--- src/rtl/ddr_host_request.sv ---
// ----------------------------------------------------------------------------
// ddr_host_request
//
// Host-side request sequencer placed directly upstream of the DDR SDRAM
// controller. Host requests are buffered in a small FIFO and issued to the
// controller one at a time. Each command is held until CMDACK. Write data
// is held stable afterwards, and read data is captured after a fixed
// latency and returned with a one-cycle strobe.
//
// Single clock domain (CLK) with a synchronous, active-high RESET.
//
// Ports
//   CLK        in   system clock, rising edge
//   RESET      in   synchronous reset, active-high
//   REQ_VALID  in   host request valid
//   REQ_READY  out  FIFO not full (transfer on REQ_VALID & REQ_READY)
//   REQ_CMD    in   [2:0] command code (000 NOP is accepted and dropped)
//   REQ_ADDR   in   [ASIZE-1:0] request address
//   REQ_DATA   in   [DSIZE-1:0] write data
//   REQ_DM     in   [DSIZE/8-1:0] write byte mask
//   RD_VALID   out  one-cycle strobe, RD_DATA valid
//   RD_DATA    out  [DSIZE-1:0] read return data
//   BUSY       out  FIFO non-empty or sequencer not idle
//   ERR        out  sticky acknowledge-timeout flag
//   CMD        out  [2:0] command to controller
//   ADDR       out  [ASIZE-1:0] address to controller
//   DATAIN     out  [DSIZE-1:0] write data to controller
//   DM         out  [DSIZE/8-1:0] byte mask to controller
//   CMDACK     in   single-cycle acknowledge from controller
//   DATAOUT    in   [DSIZE-1:0] read data from controller
//
// Read timing: with the acknowledge in cycle A, DATAOUT is sampled at the
// end of cycle A+RD_LAT. RD_VALID/RD_DATA are presented in cycle A+RD_LAT+1.
//
// Optional feature macro: DDR_REQ_TIMEOUT_EN
//   Defined   : ISSUE is bounded to TIMEOUT cycles. On expiry the command is
//               dropped, ERR is set (sticky) and the sequencer moves on.
//   Undefined : ISSUE waits indefinitely for CMDACK and ERR stays 0.
//
// Parameter constraints: DEPTH is a power of 2 and >= 2.
// WR_HOLD >= 1, 1 <= RD_LAT <= 15, and TIMEOUT >= 1.
// ----------------------------------------------------------------------------
module ddr_host_request #(
  parameter int ASIZE   = 22,
  parameter int DSIZE   = 128,
  parameter int DEPTH   = 4,
  parameter int WR_HOLD = 2,
  parameter int RD_LAT  = 6,
  parameter int TIMEOUT = 255
) (
  input  logic                 CLK,
  input  logic                 RESET,
  input  logic                 REQ_VALID,
  output logic                 REQ_READY,
  input  logic [2:0]           REQ_CMD,
  input  logic [ASIZE-1:0]     REQ_ADDR,
  input  logic [DSIZE-1:0]     REQ_DATA,
  input  logic [DSIZE/8-1:0]   REQ_DM,
  output logic                 RD_VALID,
  output logic [DSIZE-1:0]     RD_DATA,
  output logic                 BUSY,
  output logic                 ERR,
  output logic [2:0]           CMD,
  output logic [ASIZE-1:0]     ADDR,
  output logic [DSIZE-1:0]     DATAIN,
  output logic [DSIZE/8-1:0]   DM,
  input  logic                 CMDACK,
  input  logic [DSIZE-1:0]     DATAOUT
);

  localparam int DMW     = DSIZE / 8;
  localparam int PTR_W   = $clog2(DEPTH);
  localparam int CNT_W   = PTR_W + 1;
  localparam int SEQ_MAX = (WR_HOLD > RD_LAT) ? WR_HOLD : RD_LAT;
  localparam int SEQ_W   = $clog2(SEQ_MAX + 1);

  localparam logic [2:0] CMD_NOP    = 3'b000;
  localparam logic [2:0] CMD_READA  = 3'b001;
  localparam logic [2:0] CMD_WRITEA = 3'b010;

  localparam logic [PTR_W-1:0] PTR_ONE   = PTR_W'(1);
  localparam logic [CNT_W-1:0] CNT_ZERO  = {CNT_W{1'b0}};
  localparam logic [CNT_W-1:0] CNT_ONE   = CNT_W'(1);
  localparam logic [CNT_W-1:0] CNT_DEPTH = CNT_W'(DEPTH);
  localparam logic [SEQ_W-1:0] SEQ_ZERO  = {SEQ_W{1'b0}};
  localparam logic [SEQ_W-1:0] SEQ_ONE   = SEQ_W'(1);
  localparam logic [SEQ_W-1:0] WR_LAST   = SEQ_W'(WR_HOLD - 1);
  localparam logic [SEQ_W-1:0] RD_LAST   = SEQ_W'(RD_LAT - 1);

  typedef enum logic [2:0] {
    ST_IDLE   = 3'd0,
    ST_ISSUE  = 3'd1,
    ST_WDATA  = 3'd2,
    ST_RDWAIT = 3'd3,
    ST_GAP    = 3'd4
  } state_t;

  // FIFO storage
  logic [2:0]       fifo_cmd_r  [DEPTH];
  logic [ASIZE-1:0] fifo_addr_r [DEPTH];
  logic [DSIZE-1:0] fifo_data_r [DEPTH];
  logic [DMW-1:0]   fifo_dm_r   [DEPTH];
  logic [PTR_W-1:0] wr_ptr_r;
  logic [PTR_W-1:0] rd_ptr_r;
  logic [CNT_W-1:0] count_r;
  logic [CNT_W-1:0] count_next_s;
  logic             push_s;
  logic             pop_s;

  // Sequencer
  state_t           state_r;
  state_t           state_next_s;
  logic [SEQ_W-1:0] seq_cnt_r;
  logic [SEQ_W-1:0] seq_cnt_next_s;
  logic             cmd_clear_s;
  logic             capture_s;

  // Registered outputs
  logic [2:0]       cmd_r;
  logic [ASIZE-1:0] addr_r;
  logic [DSIZE-1:0] datain_r;
  logic [DMW-1:0]   dm_r;
  logic             rd_valid_r;
  logic [DSIZE-1:0] rd_data_r;
  logic             busy_r;
  logic             ready_r;
  logic             err_r;

`ifdef DDR_REQ_TIMEOUT_EN
  localparam int TO_W = $clog2(TIMEOUT + 1);
  localparam logic [TO_W-1:0] TO_ZERO = {TO_W{1'b0}};
  localparam logic [TO_W-1:0] TO_ONE  = TO_W'(1);
  localparam logic [TO_W-1:0] TO_LAST = TO_W'(TIMEOUT - 1);

  logic [TO_W-1:0] to_cnt_r;
  logic            to_expire_s;

  assign to_expire_s = (to_cnt_r == TO_LAST);
`endif

  // Host NOPs complete the handshake but are never stored.
  assign push_s = REQ_VALID & ready_r & (REQ_CMD != CMD_NOP);

  // FIFO occupancy after this edge
  always_comb begin
    count_next_s = count_r;
    case ({push_s, pop_s})
      2'b10:   count_next_s = count_r + CNT_ONE;
      2'b01:   count_next_s = count_r - CNT_ONE;
      default: count_next_s = count_r;
    endcase
  end

  // FIFO storage, pointers and occupancy
  always_ff @(posedge CLK) begin
    if (RESET) begin
      wr_ptr_r <= {PTR_W{1'b0}};
      rd_ptr_r <= {PTR_W{1'b0}};
      count_r  <= CNT_ZERO;
      for (int i = 0; i < DEPTH; i++) begin
        fifo_cmd_r[i]  <= CMD_NOP;
        fifo_addr_r[i] <= {ASIZE{1'b0}};
        fifo_data_r[i] <= {DSIZE{1'b0}};
        fifo_dm_r[i]   <= {DMW{1'b0}};
      end
    end else begin
      if (push_s) begin
        fifo_cmd_r[wr_ptr_r]  <= REQ_CMD;
        fifo_addr_r[wr_ptr_r] <= REQ_ADDR;
        fifo_data_r[wr_ptr_r] <= REQ_DATA;
        fifo_dm_r[wr_ptr_r]   <= REQ_DM;
        wr_ptr_r              <= wr_ptr_r + PTR_ONE;
      end
      if (pop_s) begin
        rd_ptr_r <= rd_ptr_r + PTR_ONE;
      end
      count_r <= count_next_s;
    end
  end

  // Sequencer next-state and control decode
  always_comb begin
    state_next_s   = state_r;
    seq_cnt_next_s = seq_cnt_r;
    pop_s          = 1'b0;
    cmd_clear_s    = 1'b0;
    capture_s      = 1'b0;
    case (state_r)
      ST_IDLE: begin
        if (count_r != CNT_ZERO) begin
          pop_s        = 1'b1;
          state_next_s = ST_ISSUE;
        end else begin
          state_next_s = ST_IDLE;
        end
      end
      ST_ISSUE: begin
        if (CMDACK) begin
          cmd_clear_s    = 1'b1;
          seq_cnt_next_s = SEQ_ZERO;
          if (cmd_r == CMD_WRITEA) begin
            state_next_s = ST_WDATA;
          end else if (cmd_r == CMD_READA) begin
            state_next_s = ST_RDWAIT;
          end else begin
            state_next_s = ST_GAP;
          end
        end
`ifdef DDR_REQ_TIMEOUT_EN
        else if (to_expire_s) begin
          // Drop the command; a dropped READA never produces RD_VALID.
          cmd_clear_s  = 1'b1;
          state_next_s = ST_GAP;
        end
`endif
        else begin
          state_next_s = ST_ISSUE;
        end
      end
      ST_WDATA: begin
        // DATAIN/DM are untouched here; this state only delays the GAP.
        if (seq_cnt_r == WR_LAST) begin
          state_next_s = ST_GAP;
        end else begin
          seq_cnt_next_s = seq_cnt_r + SEQ_ONE;
        end
      end
      ST_RDWAIT: begin
        // Last RDWAIT cycle is ack cycle + RD_LAT: DATAOUT is sampled now.
        if (seq_cnt_r == RD_LAST) begin
          capture_s    = 1'b1;
          state_next_s = ST_GAP;
        end else begin
          seq_cnt_next_s = seq_cnt_r + SEQ_ONE;
        end
      end
      ST_GAP: begin
        state_next_s = ST_IDLE;
      end
      default: begin
        state_next_s = ST_IDLE;
      end
    endcase
  end

  // Sequencer state and latency counter
  always_ff @(posedge CLK) begin
    if (RESET) begin
      state_r   <= ST_IDLE;
      seq_cnt_r <= SEQ_ZERO;
    end else begin
      state_r   <= state_next_s;
      seq_cnt_r <= seq_cnt_next_s;
    end
  end

`ifdef DDR_REQ_TIMEOUT_EN
  // Acknowledge watchdog; restarts on every entry into ISSUE
  always_ff @(posedge CLK) begin
    if (RESET) begin
      to_cnt_r <= TO_ZERO;
    end else if ((state_r == ST_ISSUE) && (state_next_s == ST_ISSUE)) begin
      to_cnt_r <= to_cnt_r + TO_ONE;
    end else begin
      to_cnt_r <= TO_ZERO;
    end
  end
`endif

  // Controller-facing command registers, read return and status flags
  always_ff @(posedge CLK) begin
    if (RESET) begin
      cmd_r      <= CMD_NOP;
      addr_r     <= {ASIZE{1'b0}};
      datain_r   <= {DSIZE{1'b0}};
      dm_r       <= {DMW{1'b0}};
      rd_valid_r <= 1'b0;
      rd_data_r  <= {DSIZE{1'b0}};
      busy_r     <= 1'b0;
      ready_r    <= 1'b1;
      err_r      <= 1'b0;
    end else begin
      // ADDR/DATAIN/DM only change when a new command is loaded.
      if (pop_s) begin
        cmd_r    <= fifo_cmd_r[rd_ptr_r];
        addr_r   <= fifo_addr_r[rd_ptr_r];
        datain_r <= fifo_data_r[rd_ptr_r];
        dm_r     <= fifo_dm_r[rd_ptr_r];
      end else if (cmd_clear_s) begin
        cmd_r <= CMD_NOP;
      end
      rd_valid_r <= capture_s;
      if (capture_s) begin
        rd_data_r <= DATAOUT;
      end
      // Status flags are computed from next-state so they line up with the
      // registers they describe.
      busy_r  <= (count_next_s != CNT_ZERO) || (state_next_s != ST_IDLE);
      ready_r <= (count_next_s != CNT_DEPTH);
`ifdef DDR_REQ_TIMEOUT_EN
      err_r <= err_r | ((state_r == ST_ISSUE) & ~CMDACK & to_expire_s);
`else
      err_r <= 1'b0;
`endif
    end
  end

  assign CMD       = cmd_r;
  assign ADDR      = addr_r;
  assign DATAIN    = datain_r;
  assign DM        = dm_r;
  assign RD_VALID  = rd_valid_r;
  assign RD_DATA   = rd_data_r;
  assign BUSY      = busy_r;
  assign REQ_READY = ready_r;
  assign ERR       = err_r;

endmodule
--- config.mk ---
export PLATFORM = sky130hd
export DESIGN_NAME = ddr_host_request
export DESIGN_NICKNAME = d
export VERILOG_FILES = /design/src/rtl/ddr_host_request.sv
export SDC_FILE = /design/constraint.sdc
export NUM_CORES = 1
export LEC_CHECK = 0
export CAP_MARGIN = 20
export CORE_MARGIN = 2
export CORE_UTILIZATION = 50
export CTS_CLUSTER_DIAMETER = 60
export DETAILED_ROUTE_END_ITERATION = 6
export PLACE_DENSITY = 0.85
export SLEW_MARGIN = 20
export SYNTH_ARGS = -nofsm -noshare
export SYNTH_HDL_FRONTEND = slang
export SYNTH_SLANG_ARGS = --single-unit
--- constraint.sdc ---
create_clock -name CLK -period 12.8 [get_ports CLK]
set_input_delay 2.56 -clock CLK [delete_from_list [all_inputs] [get_ports CLK]]
set_output_delay 2.56 -clock CLK [all_outputs]
set_load 0.01 [all_outputs]
==> results of run 1 <==
-- state kept, by name (all words and copies together) (netlist names), 2 cells and up, named ones only --
| register | count |
|---|---|
| seq_cnt_r | 3 |
| fifo_cmd_r | 12 |
| ADDR | 22 |
| DATAIN | 128 |
| count_r | 3 |
| fifo_addr_r | 88 |
| state_r | 3 |
| wr_ptr_r | 2 |
| RD_DATA | 128 |
| rd_ptr_r | 2 |
| DM | 16 |
| CMD | 3 |
| fifo_dm_r | 64 |
| fifo_data_r | 512 |
-- power by group --
part | leakage [uW] | switching [uW] | internal, uW
clock network | 0.00174 | 1260 | 1840
registers | 0.00959 | 239 | 3870
logic | 0.00688 | 1260 | 938
-- synth_stat cells (all sizes together) --
library cell / n
a211oi: 2
a21oi: 300
a31o: 1
a31oi: 2
a41oi: 1
and2: 169
and2b: 1
and3: 1
and3b: 1
buf: 112
clkbuf: 101
conb: 1
dfxtp: 315
edfxtp: 676
fa: 1
ha: 3
inv: 176
mux2: 1
mux4: 169
nand2: 764
nand2b: 8
nand3: 4
nor2: 352
nor2b: 4
nor3: 3
nor4: 1
o21ai: 2
o21bai: 2
o22a: 1
o311a: 1
or2: 1
or3: 1
xnor2: 6
xor2: 3
-- stage by stage --
step | hold WS [ns] | area, sq um | worst slack [ns] | total power [uW]
global route | 0.469 | 49500 | 7.34 | 9760
floorplan | 0.481 | 39200 | 1.44 | 5440
global placement | 0.441 | 45900 | 6.87 | 6310
detailed placement | 0.445 | 45900 | 6.85 | 6370
CTS | 0.453 | 49400 | 7.53 | 9460
finish | 0.452 | 49500 | 7.49 | 9410
-- per-layer routing --
| metal | wire length, um | global-route usage | vias to the layer above | part of all wire |
|---|---|---|---|---|
| met3 | 8420 | 0.0445 | 241 | 0.078 |
| met1 | 39100 | 0.321 | 12800 | 0.36 |
| li1 | - | - | 11900 | - |
| met4 | 5740 | 0.148 | 2 | 0.053 |
| met2 | 54200 | 0.434 | 1323 | 0.50 |
| met5 | 11 | 0 | - | 0.00010 |
-- final timing paths --
kind,from,end,slack (ns),depth (start not counted)
hold / removal,DATAIN[6]$_SDFFE_PP0P_,DATAIN[6]$_SDFFE_PP0P_,0.45,2
hold reg to reg,DATAIN[6]$_SDFFE_PP0P_,DATAIN[6]$_SDFFE_PP0P_,0.45,2
setup reg to reg,state_r[1]$_SDFF_PP0_,BUSY$_SDFF_PP0_,8.36,10
setup / recovery,REQ_CMD[1],fifo_dm_r[0][14]$_SDFFCE_PN0P_,7.49,7
-- logic make-up (layout without fill, tap and decap cells) --
kind of cell | count (synthesis) | in the layout | synth area share
flops | 991 | 991 | 0.678
mux | 170 | 170 | 0.0973
simple gates | 1310 | 1310 | 0.138
buf+inv | 389 | 1000 | 0.0423
xor+xnor | 9 | 9 | 0.00201
other cells | 1 | 25 | 0.0000956
fa+ha+maj | 4 | 4 | 0.00147
compound gates | 312 | 312 | 0.0408
-- tightest hold or removal path: cells and delay by family (launching register included) --
family	cells	cell delay (ns)
AND/OR/NAND/NOR	1	0.05
AO/OA/AOI/OAI	1	0.05
flip-flops	1	0.30
-- cell type report --
cell class                      count  area, sq um
Clock inverter                     43          597
Inverter                          176          666
Antenna cell                       24         60.1
Sequential cell                   991        26600
Fill cell                        5576        28100
Multi-Input combinational cell   1806        11100
Timing Repair Buffer              633         6260
Clock buffer                      148         2950
Tap cell                         1040         1300
==> results.md, run 1 <==
* Largest buffer count on any clock path at 3
* Num ports at between 600 and 700
* Final core utilization at 0.638
* Final Setup Violations at 0
* # DRC at 0
* Synth-to-layout area growth at 26.1%
* Minimum clock period at around 5.3 ns
* Leak pwr at 0.0182 uW
* CP startpoint kind: input port
* Die X at 284 um
* DP HPWL at ~65 mm
* Cell family with most CP delay: buffers and inverters
* Pwr per Cell Area at approximately 190 nW/um^2
* GRT overflow at 0
* Clk_lat worst skew at between 0.6 and 0.7 ns
* Worst-path clk slew at roughly 0.060 ns
* Largest net degree at the start of global routing at 110
* CTS tree: built
* Avg Inst Size Synth at ~12 sq um
* FP Rows at approximately 100
* Initial antenna violation count at 25
* Most area-consuming cells after synthesis: edfxtp_1 52%, dfxtp_1 16%, mux4_2 9.7%, nand2_1 7.3%, a21oi_1 3.8%
* RSZ-0062 raised after global routing: no
* Cells after DPL at 4646
* Fmax at about 190 MHz
* Outcome: finished, final reports clean
* Final ANT Viol Nets at 0
* Most frequent cells in the layout: 764 x nand2_1, 676 x edfxtp_1, 599 x clkdlybuf4s50_1, 351 x nor2_1, 313 x dfxtp_1
* Fin cells at between 4000 and 5000
* Final Net Count at ~4000
* Die area at about 81000 sq um
* Synth unique cells at 40
* Crit-path cells: clkdlybuf4s50_1 > o311a_4 > inv_2 > nor4_4 > or2_4 > buf_4 > buf_4
* GRT Overall Usage at 0.260
* Critical Path RT at between 10 and 15 ns
* PortBufs at 600
* Vias in the first global route at between 20000 and 30000
* Worst slew pin tran at between 1 and 1.5 ns
* Crit-path most repeated cell: buf_4
* Crit path buf inv count at 4
* Leading area contributor after synthesis: edfxtp_1
* Total negative slack at 0 ns
* Yosys warning count at 0
* Wirelength, routed at around 110 mm
* Rel. slew slack at 0.281
* Detailed Route Iter0 Violations at 2196
* CP max stage cell: buf_4
* Root buffer cell: clkbuf_16
* Final Cycle Share at 0.415
* Initial core utilization at 0.506
* Slowest cell delay on critical path at slightly below 0.8 ns
* HP Class: reg2reg
* Setup repair bufs after CTS at 0
* Kind of critical path: in2reg
* Fin Clk Skew at approximately 0.038 ns
* Clk sinks at around 990
* Cts bufs inserted at about 100
* Max Cap Viol at 0
* Area share of the largest cell type after synthesis at 0.517
* Post-DR wirelength/cell at between 20 and 25 um
* Syn nets at between 3000 and 4000
* Hold_buf cts at 0
* GP Congestion at just under 0.9
* Peak supply drop at 0.000146 V
* Syn Std Cell Area at 39200 sq um
* Register area share after synthesis at 0.678
* Share of layout cells above drive strength 1 at 0.0990
* Vias per cell at between 5 and 6
* DR vias at 26300
* Drt first pass iters at 5
* Hold Fails Final Rpt at 0
* Placeable Area at around 78000 sq um
* Post-CTS sizing at 0
* Worst-path fanout max at 55
* Crit path DAT at approximately 5.6 ns
* H-tree level count at 3
* Die height at roughly 280 um
* Synth Instances at approximately 3200
* Endpoint class of the critical path: flip-flop
* Most common cell after layout, fill and taps aside: nand2_1
* First-pass GRT wire length at 160 mm
* #FFs+latches synth at 991
* Fin. max-slew vios at 0
No activity file was read; power rests on OpenSTA's default activity.
==> inputs of run 2 (changes only) <==
- clock period: 12.8 -> 5.1 ns (I/O delays scaled with it)
==> results.md, run 2 (same netlist as run 1, synthesis figures left out) <==
* Outcome: finished, final reports clean
* Max reg flops at ~510
* Final core utilization at 0.641
* Peak supply drop at approximately 0.0005 V
* Comb pwr share at 0.234
* RSZ-0062 raised after global routing: no
* Die height at 284 um
* Kind of critical path: reg2reg
* Vias in the first global route at roughly 26000
* # fillers at between 5000 and 6000
* Minimum clock period at 3.55 ns
* GRT Overall Usage at 0.262
* Power share of the clock group at 0.332
* CP startpoint kind: flip-flop
* Fin. max-slew vios at 0
* Rel. slew slack at 0.321
* Endpoint class of the critical path: flip-flop
* Switching Share at 0.293
* Hold Fails Final Rpt at 0
* Pre-CTS setup slack at ~1.4 ns
* Clk sinks at 991
* GP Congestion at ~0.93
* Final ANT Viol Nets at 0
* Footprint of the multi-input gates at between 10000 and 15000 sq um
* Vias per cell at between 5 and 6
* Cts bufs inserted at between 100 and 150
* Layer with the highest usage: met2
* Final Net Count at 4017
* Met3 Use GR at 0.0498
* Reg with most FFs: fifo_data_r
* FP Rows at around 100
* H-tree level count at 3
* Die area at between 80000 and 90000 sq um
* Max Cap Viol at 0
* DR vias at 26300
* Fmax at around 280 MHz
* Most frequent cells in the layout: 764 x nand2_1, 676 x edfxtp_1, 599 x clkdlybuf4s50_1, 351 x nor2_1, 313 x dfxtp_1
* Seq pwr share at 0.435
* Synth-to-layout area growth at 26.8%
* Internal at roughly 17000 uW
* Root buffer cell: clkbuf_16
* Worst slew pin tran at between 1 and 1.5 ns
* Detailed Route Iter0 Violations at approximately 2100
* Pwr per Cell Area at 476 nW/um^2
* Num ports at ~600
* CTS tree: built
* Hold_buf cts at 0
* Cells after DPL at roughly 4600
* Drt first pass iters at 6
* Reg area at 26600 sq um
* Final Cycle Share at 0.697
* Clk_lat worst skew at around 0.67 ns
* Net Sw Power at slightly below 7000 uW
* HP Class: reg2reg
* PortBufs at 600
* Initial core utilization at 0.506
* Worst-path clk slew at approximately 0.06 ns
* Wirelength, routed at between 100 and 150 mm
* Met1 usage at 0.315
* Die X at 284 um
* Critical Path RT at roughly 5.7 ns
* Fin Clk Skew at ~0.038 ns
* Largest net degree at the start of global routing at 170
* Share of layout cells above drive strength 1 at 0.103
* Most common cell after layout, fill and taps aside: nand2_1
* PnR worst setup slack at around 1.5 ns
* Final Setup Violations at 0
* GRT overflow at 0
* Leak pwr at 0.0183 uW
* DP HPWL at roughly 64 mm
* Met2 Use GR at 0.452
* Placeable Area at slightly below 80000 sq um
* Largest buffer count on any clock path at 3
* # DRC at 0
* Total negative slack at 0 ns
* Initial antenna violation count at 21
* First-pass GRT wire length at 161 mm
* Post-DR wirelength/cell at 22.2 um
* Crit path DAT at between 4 and 5 ns
* Worst-path fanout max at 84
* Fin cells at 4863
* Setup repair bufs after CTS at 0
* Post-CTS sizing at 0
-- run 2: cell types whose count changed in the layout (fill, tap and decap cells not counted), sizes merged --
cell      previous run  this run
buf                 34        35
bufinv              11         9
clkbuf             148       154
clkinv              17        22
clkinvlp             0         4
diode               24        20
inv                191       183
-- run 2: final cells by class --
| type | count | share of cell area |
|---|---|---|
| inverters | 176 | 0.0134 |
| well taps | 1040 | 0.0261 |
| repair buffers | 634 | 0.130 |
| clock buffers | 154 | 0.0613 |
| multi-input cells | 1806 | 0.222 |
| diodes | 20 | 0.00101 |
| clock inverters | 42 | 0.0116 |
| flip-flops and latches | 991 | 0.535 |
-- run 2: worst max-delay path, stage by stage (launching register included) --
cell and delay [ns]:
dfxtp_1 0.34, nor3_1 0.42, nand2b_4 0.37, inv_6 0.70, ha_1 0.31, inv_1 0.07
fa_1 0.43, nor2b_1 0.16, mux2_2 0.28, and3_1 0.18, a41oi_1 0.18
-- run 2: power groups by stage --
stage               Sequential (uW)  Combinational [uW]  Clock [uW]
floorplan                     10500                3180           0
global placement              10400                5470           0
detailed placement            10500                5560           0
CTS                           10300                5610        7980
global route                  10400                5930        8290
finish                        10300                5530        7860
-- run 2: final timing paths --
check | start | end | slack (ns) | cells after the start
max | state_r[1]$_SDFF_PP0_ | BUSY$_SDFF_PP0_ | 1.55 | 10
min | RD_DATA[15]$_SDFFE_PP0P_ | RD_DATA[15]$_SDFFE_PP0P_ | 0.45 | 2
max reg2reg | state_r[1]$_SDFF_PP0_ | BUSY$_SDFF_PP0_ | 1.55 | 10
min reg2reg | RD_DATA[15]$_SDFFE_PP0P_ | RD_DATA[15]$_SDFFE_PP0P_ | 0.45 | 2
-- run 2: per-layer routing --
metal  share of wire  up-vias  wire length, um
met5         0.00037        -               40
met4           0.050        6             5410
met3           0.084      218             9080
met2            0.51     1248            55200
met1            0.35    12900            38300
li1                -    12000                -
-- run 2: through the flow --
step                      total power, uW  hold slack, ns  cell area, sq um
after global placement              15900           0.441             46100
after CTS                           23900           0.454             49700
after detailed placement            16000           0.446             46100
after floorplan                     13600           0.481             39300
after global routing                24600           0.469             49800
final                               23700           0.453             49800
==> inputs of run 3 (changes only) <==
- CORE_UTILIZATION: 50 -> 49
- PLACE_DENSITY: 0.85 -> 0.86
- clock period: 5.1 -> 2.9 ns (I/O delays scaled with it)
==> results.md, run 3 (same netlist as run 1, synthesis figures left out) <==
* Hold Path Stages at 2
* Fin. max-slew vios at 0
* Vias per cell at ~5.4
* Max Cap Viol at 0
* Post-DR wirelength/cell at about 23 um
* Power share of the clock group at 0.322
* Vias in the first global route at between 20000 and 30000
* Seq pwr share at 0.426
* Final Cycle Share at 0.883
* Outcome: finished, final reports clean
* Drt first pass iters at 6
* Fin Clk Skew at 0.0388 ns
* Rel. slew slack at 0.118
* Initial core utilization at 0.496
* GRT overflow at 0
* Wirelength, routed at about 110 mm
* Fmax at approximately 390 MHz
* Internal at a little under 30000 uW
* Endpoint class of the critical path: flip-flop
* Critical Path RT at roughly 3.5 ns
* Cts bufs inserted at between 100 and 150
* Most common cell after layout, fill and taps aside: nand2_1
* Final Net Count at a little over 4000
* Final Setup Violations at 0
* Crit path DAT at 3.12 ns
* Setup repair bufs after CTS at 0
* Clk_lat worst skew at 0.65 ns
* CTS tree: built
* Die X at 287 um
* Final core utilization at 0.645
* Worst slew pin tran at between 1 and 1.5 ns
* Largest buffer count on any clock path at 3
* Detailed Route Iter0 Violations at between 2000 and 2500
* GRT Overall Usage at 0.269
* Worst-path fanout max at 3
* Largest net degree at the start of global routing at between 150 and 200
* Initial antenna violation count at 19
* Kind of critical path: in2reg
* Clk sinks at between 900 and 1000
* Max reg flops at 512
* Total negative slack at 0 ns
* Die height at roughly 290 um
* FP Rows at ~100
* Pwr per Cell Area at approximately 830 nW/um^2
* Share of layout cells above drive strength 1 at 0.121
* Root buffer cell: clkbuf_16
* Synth-to-layout area growth at 30.0%
* DR vias at 26900
* RSZ-0062 raised after global routing: no
* Hold_buf cts at 0
* Most frequent cells in the layout: 764 x nand2_1, 676 x edfxtp_1, 599 x clkdlybuf4s50_1, 351 x nor2_1, 312 x dfxtp_1
* CP startpoint kind: input port
* Num ports at 602
* Reg with most FFs: fifo_data_r
* Placeable Area at around 79000 sq um
* GP Congestion at between 0.8 and 0.9
* Worst Reg-to-Reg Cells at 10
* Worst-path clk slew at 0.06 ns
* Hold Fails Final Rpt at 0
* PortBufs at 600
* Die area at 82400 sq um
* Comb pwr share at 0.252
* # DRC at 0
* Peak supply drop at between 0.0009 and 0.001 V
* Minimum clock period at about 2.6 ns
* Switching Share at 0.294
* First-pass GRT wire length at ~170 mm
* Final ANT Viol Nets at 0
* H-tree level count at 3
* Net Sw Power at roughly 12000 uW
* Post-CTS sizing at 0
* Leak pwr at roughly 0.019 uW
* DP HPWL at 70.5 mm
* HP Class: in2reg
-- run 3: worst max-delay path, stage by stage --
cell             delay, ns
clkdlybuf4s50_1       0.40
buf_4                 0.19
o311a_4               0.42
inv_6                 0.07
ha_1                  0.17
inv_1                 0.06
fa_1                  0.37
xor2_1                0.16
or3_1                 0.33
and3_1                0.18
a41oi_1               0.19
-- run 3: worst paths after layout --
kind | slack [ns] | endpoint | start
max reg2reg | 0.42 | BUSY$_SDFF_PP0_ | state_r[1]$_SDFF_PP0_
max | 0.34 | BUSY$_SDFF_PP0_ | REQ_CMD[0]
min reg2reg | 0.45 | RD_DATA[116]$_SDFFE_PP0P_ | RD_DATA[116]$_SDFFE_PP0P_
min | 0.18 | rd_ptr_r[0]$_SDFFE_PP0P_ | RESET
-- run 3: cell type report --
type                       instances  area (sq um)
sequential                       991         26600
clock inverter                    52           656
multi-input combinational       1806         11100
timing repair buffer             720          7830
antenna                           13          32.5
tap                             1050          1310
fill                            5520         28100
clock buffer                     142          2860
inverter                         176           671
-- run 3: stage by stage --
step                      hold slack (ns)  std cells  cell area (sq um)  setup slack, ns  power, uW
after floorplan                     0.481       3186              39300           -0.941      23900
after global placement              0.441       4743              47500           -0.295      28500
after detailed placement            0.446       4743              47500           -0.315      28900
after CTS                           0.132       4937              51000            0.378      42500
after global routing                0.158       4948              51000            0.220      43800
final                               0.180       4950              51000            0.339      42200
-- run 3: power groups by stage --
stage | clock, uW | combinational [uW] | sequential (uW)
after floorplan | 0 | 5610 | 18300
after global placement | 0 | 10400 | 18100
after detailed placement | 0 | 10600 | 18200
after CTS | 13800 | 10700 | 18000
after global routing | 14300 | 11300 | 18100
final | 13600 | 10600 | 18000
-- run 3: per-layer routing --
layer  vias to the layer above  share of wire  global-route usage
met1                     13100           0.35               0.309
met5                         -        0.00077                   0
met2                      1347           0.51               0.468
met3                       278          0.085              0.0590
li1                      12100              -                   -
met4                        14          0.054               0.145
